`config.mk`:
```
export PLATFORM = sky130hd
export DESIGN_NAME = trace_recorder
export DESIGN_NICKNAME = d
export VERILOG_FILES = /design/src/rtl/trace_pkg.sv /design/src/rtl/trace_fifo.sv /design/src/rtl/trace_recorder.sv
export SDC_FILE = /design/constraint.sdc
export NUM_CORES = 2
export LEC_CHECK = 0
export CORE_MARGIN = 3
export CORE_UTILIZATION = 45
export CTS_CLUSTER_SIZE = 25
export DETAILED_ROUTE_END_ITERATION = 10
export GPL_TIMING_DRIVEN = 0
export PLACE_DENSITY_LB_ADDON = 0.2
export SLEW_MARGIN = 20
export SYNTH_ARGS = -nofsm -noshare
export SYNTH_HDL_FRONTEND = slang
export SYNTH_SLANG_ARGS = --single-unit
```
`constraint.sdc`:
```
create_clock -name clk -period 20.9 [get_ports clk]
set_clock_uncertainty 0.05 [all_clocks]
set_input_delay 2.09 -clock clk [delete_from_list [all_inputs] [get_ports clk]]
set_output_delay 2.09 -clock clk [all_outputs]
set_load 0.02 [all_outputs]
```
`src/rtl/trace_pkg.sv`:
```
// Shared definitions for the retirement-trace recorder: FSM state encoding,
// record field widths and the default cycle budget.
package trace_pkg;

  typedef enum logic [1:0] {
    IDLE  = 2'd0,
    RUN   = 2'd1,
    DRAIN = 2'd2,
    DONE  = 2'd3
  } state_t;

  localparam int PC_W    = 32;
  localparam int INST_W  = 32;
  localparam int WE_W    = 1;
  localparam int WADDR_W = 5;
  localparam int WDATA_W = 32;

  // Everything in a record except the cycle stamp.
  localparam int PAYLOAD_W = PC_W + INST_W + WE_W + WADDR_W + WDATA_W;

  localparam int unsigned MAX_CYCLES_DEF = 32'h0000_0230;

  // Packed record width: {cycle, pc, inst, we, waddr, wdata}.
  function automatic int rec_width(input int cnt_w);
    return cnt_w + PAYLOAD_W;
  endfunction

endpackage

```
`src/rtl/trace_fifo.sv`:
```
// Synchronous FIFO with first-word-fall-through head output. Pointers carry
// one extra wrap bit so full and empty are distinguishable without a counter.
module trace_fifo
  import trace_pkg::*;
#(
  parameter int DEPTH = 16,
  parameter int WIDTH = 8
) (
  input  logic             clk,
  input  logic             rst,
  input  logic             clr,
  input  logic             push,
  input  logic [WIDTH-1:0] din,
  input  logic             pop,
  output logic [WIDTH-1:0] head,
  output logic             full,
  output logic             empty
);

  localparam int AW = $clog2(DEPTH);

  logic [WIDTH-1:0] mem [DEPTH];
  logic [AW:0]      wr_ptr;
  logic [AW:0]      rd_ptr;

  // Pointer update; reset and clear empty the FIFO, storage is left as is.
  always_ff @(posedge clk) begin
    if (rst || clr) begin
      wr_ptr <= '0;
      rd_ptr <= '0;
    end else begin
      if (push) wr_ptr <= wr_ptr + (AW+1)'(1);
      if (pop)  rd_ptr <= rd_ptr + (AW+1)'(1);
    end
  end

  // Storage write; a push into a full FIFO with a same-cycle pop reuses the
  // slot whose old contents are being consumed at this edge.
  always_ff @(posedge clk) begin
    if (push) mem[wr_ptr[AW-1:0]] <= din;
  end

  assign head  = mem[rd_ptr[AW-1:0]];
  assign empty = (wr_ptr == rd_ptr);
  assign full  = (wr_ptr[AW] != rd_ptr[AW]) &&
                 (wr_ptr[AW-1:0] == rd_ptr[AW-1:0]);

endmodule

```
`src/rtl/trace_recorder.sv`:
```
// Retirement-trace capture unit: stamps each retired instruction with the
// run cycle count, buffers it in a FIFO and drains it over valid/ready.
// Optional macro TRACE_FILTER_EN restricts capture to visible register writes
// (rf_we with a non-zero destination).
module trace_recorder
  import trace_pkg::*;
#(
  parameter int          DEPTH      = 16,
  parameter int          CNT_W      = 32,
  parameter int unsigned MAX_CYCLES = MAX_CYCLES_DEF,
  parameter int          DROP_W     = 16
) (
  input  logic              clk,
  input  logic              rst,
  input  logic              start,
  input  logic              stop,
  input  logic              retire_valid,
  input  logic [31:0]       retire_pc,
  input  logic [31:0]       retire_inst,
  input  logic              rf_we,
  input  logic [4:0]        rf_waddr,
  input  logic [31:0]       rf_wdata,
  output logic              out_valid,
  input  logic              out_ready,
  output logic [CNT_W-1:0]  out_cycle,
  output logic [31:0]       out_pc,
  output logic [31:0]       out_inst,
  output logic              out_we,
  output logic [4:0]        out_waddr,
  output logic [31:0]       out_wdata,
  output logic [CNT_W-1:0]  cycle_cnt,
  output logic [DROP_W-1:0] drop_cnt,
  output logic              busy,
  output logic              done
);

  localparam int               REC_W      = rec_width(CNT_W);
  localparam logic [CNT_W-1:0] LAST_CYCLE = CNT_W'(MAX_CYCLES - 1);

  state_t           state;
  state_t           state_nxt;
  logic             capture;
  logic             push;
  logic             pop;
  logic             drop;
  logic             start_run;
  logic             fifo_full;
  logic             fifo_empty;
  logic [REC_W-1:0] rec_in;
  logic [REC_W-1:0] rec_head;
  logic [REC_W-1:0] rec_vis;

`ifdef TRACE_FILTER_EN
  assign capture = (state == RUN) && retire_valid && rf_we && (rf_waddr != 5'd0);
`else
  assign capture = (state == RUN) && retire_valid;
`endif

  // A full FIFO still accepts a push when the consumer frees a slot this cycle.
  assign pop       = !fifo_empty && out_ready;
  assign push      = capture && (!fifo_full || pop);
  assign drop      = capture && fifo_full && !pop;
  assign start_run = ((state == IDLE) || (state == DONE)) && start;

  assign rec_in = {cycle_cnt, retire_pc, retire_inst, rf_we, rf_waddr, rf_wdata};

  trace_fifo #(
    .DEPTH (DEPTH),
    .WIDTH (REC_W)
  ) u_fifo (
    .clk   (clk),
    .rst   (rst),
    .clr   (start_run),
    .push  (push),
    .din   (rec_in),
    .pop   (pop),
    .head  (rec_head),
    .full  (fifo_full),
    .empty (fifo_empty)
  );

  // State register.
  always_ff @(posedge clk) begin
    if (rst) state <= IDLE;
    else     state <= state_nxt;
  end

  // Next state: stop and budget end RUN; start is only honoured when idle.
  always_comb begin
    state_nxt = state;
    case (state)
      IDLE, DONE: if (start) state_nxt = RUN;
      RUN:        if (stop || (cycle_cnt == LAST_CYCLE)) state_nxt = DRAIN;
      DRAIN:      if (fifo_empty) state_nxt = DONE;
      default:    state_nxt = IDLE;
    endcase
  end

  // Cycle counter: cleared on a new run, advances every RUN cycle, wraps.
  always_ff @(posedge clk) begin
    if (rst || start_run)  cycle_cnt <= '0;
    else if (state == RUN) cycle_cnt <= cycle_cnt + CNT_W'(1);
  end

  // Drop counter: counts captures lost to a full FIFO, saturating.
  always_ff @(posedge clk) begin
    if (rst || start_run)            drop_cnt <= '0;
    else if (drop && (drop_cnt != '1)) drop_cnt <= drop_cnt + DROP_W'(1);
  end

  // Data outputs read as zero whenever nothing is buffered.
  assign rec_vis   = fifo_empty ? '0 : rec_head;
  assign out_valid = !fifo_empty;
  assign {out_cycle, out_pc, out_inst, out_we, out_waddr, out_wdata} = rec_vis;

  assign busy = (state == RUN) || (state == DRAIN);
  assign done = (state == DONE);

endmodule

```
# After elaboration in Yosys (flattened, before gate mapping)
# Memory sizes are Yosys's and may differ from the RTL's. A register that Yosys moved wholly into a read port is not among the register bits.
# Index checks and enable logic that the tools add are counted.
# op_classes
add_sub_neg	4
n_mul	0
n_div	0
magnitude_cmp	0
eq_ne	11
shift	0
n_mux	9
n_bitwise	0
reduce_logical	19
# ops
operator	n
two-way mux 134 bit	1
adder 32 x 1 -> 32 bit (second input constant)	1
equality test 32 x 10 -> 1 bit (second input constant)	1
adder 16 x 1 -> 16 bit (second input constant)	1
!= test 16 bit (second input constant)	1
adder 5 x 1 -> 5 bit (second input constant)	2
logical AND 1 bit	8
two-way mux 4 bit	2
two-way mux 2 bit	3
one-hot mux 2 bit (3 select lines)	1
equality test 5 bit	1
logical OR 1 bit	5
equality test 2 bit (second input constant)	2
equality test 4 bit	1
!= test 2 bit (second input constant)	2
zero test 1 bit	3
AND reduction 3 bit	1
equality test 2 x 1 -> 1 bit (second input constant)	1
zero test 2 bit	1
two-way mux 1 bit	2
!= test 2 x 1 -> 1 bit (second input constant)	1
OR reduction 2 bit	1
!= test 1 bit	1
# word_totals
register_bits	60
latchBits	0
ram_bits	2144
mem_bits_ro	0
inputBits	108
word_cells	49
mem_count	1
# memory_table
name	depth	word_bits	read_ports	rd_clocked_by_memory_dff	write_ports	line	text
u_fifo.mem	16	134	1	1	1	trace_fifo.sv:22	logic [WIDTH-1:0] mem [DEPTH];

# Depth between registers and ports, before layout
# depth
depth_word	7
depth_mapped	10
mapped_depth_nobuf	7

# Cells and area by module
# A second synthesis with hierarchy kept.
# unflattened
cells_unflattened	3792
area_unflattened_um2	84949.0
# modules_own_cells
mod	instances	cells_each	area_each_um2	seq_area_each_um2
trace_fifo	1	3355	81603.3	64662.0
trace_recorder	1	437	3345.7	1001.0

# Least setup slack after synthesis
# Ideal clock, no wire load.
# synth_path
path_kind	input to register
from	input port out_ready
to	memory u_fifo.mem[15][0] (netlist bit) (enable)
setup_ns	0.830
t_arrival_ns	12.117
path_slack_ns	7.903
path_stages	2
n_path_buf	0
path_cell_list	nor2_1 -> a211oi_1
# synth_between
elab_chain_len	5
# synth_rtl
item	line	text
from (decl)	trace_recorder.sv:24	input logic out_ready,
logical AND 1 bit	trace_recorder.sv:60	assign pop = !fifo_empty && out_ready;
logical OR 1 bit	trace_recorder.sv:61	assign push = capture && (!fifo_full || pop);
logical AND 1 bit	trace_recorder.sv:61	
two-way mux 1 bit	trace_fifo.sv:40	if (push) mem[wr_ptr[AW-1:0]] <= din;
two-way mux 1 bit (not written as such)	trace_fifo.sv:40	
to (decl)	trace_fifo.sv:22	
# Every way passes these cells.

==> results.yml <==
clock_tree:
  cts.clk_slew.worst_paths_ns: 0.06
  cts_tree: "built"
  cts-htree-levels: 4
  holdBufCountCts: 0
  postCtsResizedCells: 0
  cts_setup_buffers: 0
  clock_sinks: 2208
  cts-root-buf: "clkbuf_16"
  clk_latency_ns: 0.84
  cts_buffer_depth: 3
  cts_made_buffers: 217
yosys:
  synth_fp_nets: 3616
  yosys_warnings: 0
  synth_cells: 3498
  syn_area_um2: 84300
  synth_compound_area_share_pct: 0.374
  synth_xor_area_share_pct: 0.385
  synth_seq_area_share_pct: 77.9
  synth-simple-area-share_pct: 2.17
  synth_cell_types: 43
  synth_top_family_by_area: "multiplexers"
  synthAdderAreaFrac_pct: 0.148
  syn_area_per_cell_um2: 24.1
  synth_mux_area_share_pct: 18.0
  ys_seq_elements: 2208
timing:
  hold_violations: 0
  rsz0062_at_grt: "false"
  period_needed_ns: 7.04
  slew_viol_final: 0
  final-setup-viol-count: 0
  timing.final.crit_share_pct: 33.7
  relSlewSlack_pct: 21.6
  setup_ws_ns: 13.86
  max_freq_ghz: 0.142
  worst_slew_pin_slew_ns: 1.18
detailed_routing:
  ant_nets: 0
  drt_pre_antenna_iters: 5
  num_vias: 40400
  drc: 0
  wl_per_cell_um: 31.2
  drt-initial-drc-count: 4640
  via_per_inst: 5.85
  wl_um: 216000
layout:
  fillers: 14000
  final_core_util_pct: 54.3
  multi_input_area_um2: 17900
  syn_to_final_growth_pct: 19.9
  final-instance-count-excl-fill: 6916
  nets: 4359
  regArea_um2: 65700
  drive_above_1_share_pct: 29.4
critical_path:
  crit_family: "buffers and inverters"
  slowest_delay_ns: 0.71
  crit_arrival_ns: 4.90
  crit_chain: "buf_2, buf_2, clkbuf_2, buf_16, clkbuf_1, mux4_2, mux4_2, and2_1, clkdlybuf4s50_1"
  start_kind: "register"
  slowest_stage: "clkbuf_1"
  critPathMaxFanout: 10
  end_kind: "primary output"
  worstSetupPathType: "reg2out"
  required_ns: 18.76
  cp_num_buf_inv: 6
power_and_ir_drop:
  finalPower_uw: 9470
  ir_drop_mv: 0.0663
  power_density_nw_per_um2: 93.8
  leakagePower_uw: 0.0310
grt:
  antenna_found_initial: 30
  grt_pass1_wl_um: 309000
  grt_max_degree: 25
  globalRouteOverflowTotal: 0
  grt_pass1_vias: 41500
  track_usage_pct: 22.6
floorplanning:
  die_w_um: 439
  core-area_um2: 186000
  chipHeight_um: 439
  num_rows: 158
  start_util_pct: 45.3
  ioPinCount: 293
  die_area_um2: 192000
run_status:
  status: "complete, no violations"
run:
  maxCapViolCount: 0
placement:
  dpl_worst_slack_ns: 14.62
  dp_cells: 6502
  port_buffers: 292
  dpl.hpwl_um: 142000
  gp_congestion: 0.744
hold_path:
  hold_path.class: "reg2reg"
==> path summary, 6_finish.rpt <==
| kind | startpoint | endpoint | slack, ns | cells after the start |
|---|---|---|---|---|
| max reg2reg | u_fifo.rd_ptr[4] | u_fifo.mem[1][84] | 16.46 | 12 |
| min reg2reg | drop_cnt[11] | drop_cnt[11] | 0.46 | 2 |
| max | register | out_pc[22] | 13.86 | 9 |
| min | drop_cnt[11] | drop_cnt[11] | 0.46 | 2 |
==> per-stage QoR <==
step	area, um2	setup TNS (ns)	hold WS, ns
2_1_floorplan	84300	0	0.436
3_3_place_gp	90300	-4346.31	0.440
3_5_place_dp	94200	0	0.441
4_1_cts	101000	0	0.452
5_1_grt	101000	0	0.481
6_report	101000	0	0.457
==> cell type report <==
cell class	count	share of cell area [%]
tap	2480	3.07
clock inverter	119	0.907
antenna	11	0.0273
inverter	16	0.0595
sequential	2208	65.0
multi-input combinational	1095	17.7
clock buffer	284	5.80
buffer	179	0.812
timing repair buffer	524	6.62
==> cell families after synthesis <==
family	after synthesis
flip-flops	2208
XOR/XNOR	37
buffers and inverters	195
adder cells (fa/ha/maj)	10
AO/OA/AOI/OAI	50
AND/OR/NAND/NOR	323
multiplexers	675
==> layer usage <==
metal,vias to the layer above,track usage (%),wire length [um]
met3,305,4.13,15200
li1,16500,-,-
met4,8,5.56,4380
met2,1642,37.0,108000
met5,-,0,55
met1,21900,31.7,88200
==> synth_stat cells, drive strengths merged <==
| cell type | number | area, um2 |
|---|---|---|
| nor4b | 2 | 17.5 |
| or4b | 1 | 10.0 |
| ha | 10 | 125 |
| a21oi | 21 | 105 |
| dfxtp | 64 | 1280 |
| a2111o | 1 | 11.3 |
| o21ai | 9 | 45.0 |
| nand2 | 30 | 113 |
| nor2b | 1 | 6.26 |
| o211ai | 1 | 7.51 |
| inv | 16 | 60.1 |
| mux4 | 670 | 15100 |
| mux2 | 1 | 11.3 |
| nand3 | 20 | 100 |
| or4 | 9 | 67.6 |
| or3 | 6 | 37.5 |
| clkbuf | 101 | 379 |
| a31oi | 1 | 6.26 |
| mux2i | 4 | 40.0 |
| and3 | 6 | 37.5 |
| nor4 | 9 | 98.8 |
| a31o | 2 | 17.5 |
| a21o | 2 | 15.0 |
| nand2b | 3 | 18.8 |
| nand4 | 25 | 156 |
| buf | 78 | 419 |
| a21boi | 1 | 7.51 |
| and2 | 136 | 851 |
| nor2 | 61 | 229 |
| nor3 | 9 | 45.0 |
| xor2 | 18 | 158 |
| a221oi | 1 | 15.0 |
| a41o | 1 | 10.0 |
| a211oi | 2 | 15.0 |
| and4 | 5 | 43.8 |
| edfxtp | 2144 | 64400 |
| xnor2 | 19 | 166 |
| o31ai | 8 | 60.1 |
==> worst register-to-register path, cell delays in order (launching register included) <==
cell and delay (ns):
dfxtp_1 0.34, xnor2_1 0.35, nor2_1 0.28, a21oi_1 0.52
nand2_1 0.36, nor3_2 0.68, buf_4 0.33, buf_6 0.17
buf_4 0.22, buf_4 0.23, buf_4 0.22, buf_4 0.21
buf_4 0.18
==> placed cells by master, fill, tap and decap left out, drive strengths merged, types with 25 or more instances in the layout <==
master	Yosys	routed
nand2	30	30
nand4	25	25
buf	78	310
clkdlybuf4s50	0	292
clkbuf	101	385
clkinv	0	102
nor2	61	61
edfxtp	2144	2144
mux4	670	670
dfxtp	64	64
and2	136	136
==> state kept, by name, indices dropped and copies added, names as in the netlist, named ones only <==
name / cells
drop_cnt: 16
u_fifo.wr_ptr: 5
u_fifo.mem: 2144
state: 2
u_fifo.rd_ptr: 5
cycle_cnt: 32
==> power by group <==
group	switching (uW)	leakage (uW)	total (uW)	internal, uW
Sequential	19.1	0.0199	4920	4900
Clock	1630	0.00332	3720	2090
Combinational	453	0.00773	826	373
Total	2100	0.0310	9470	7370
Note: power is estimated with default switching activity, not from simulation.
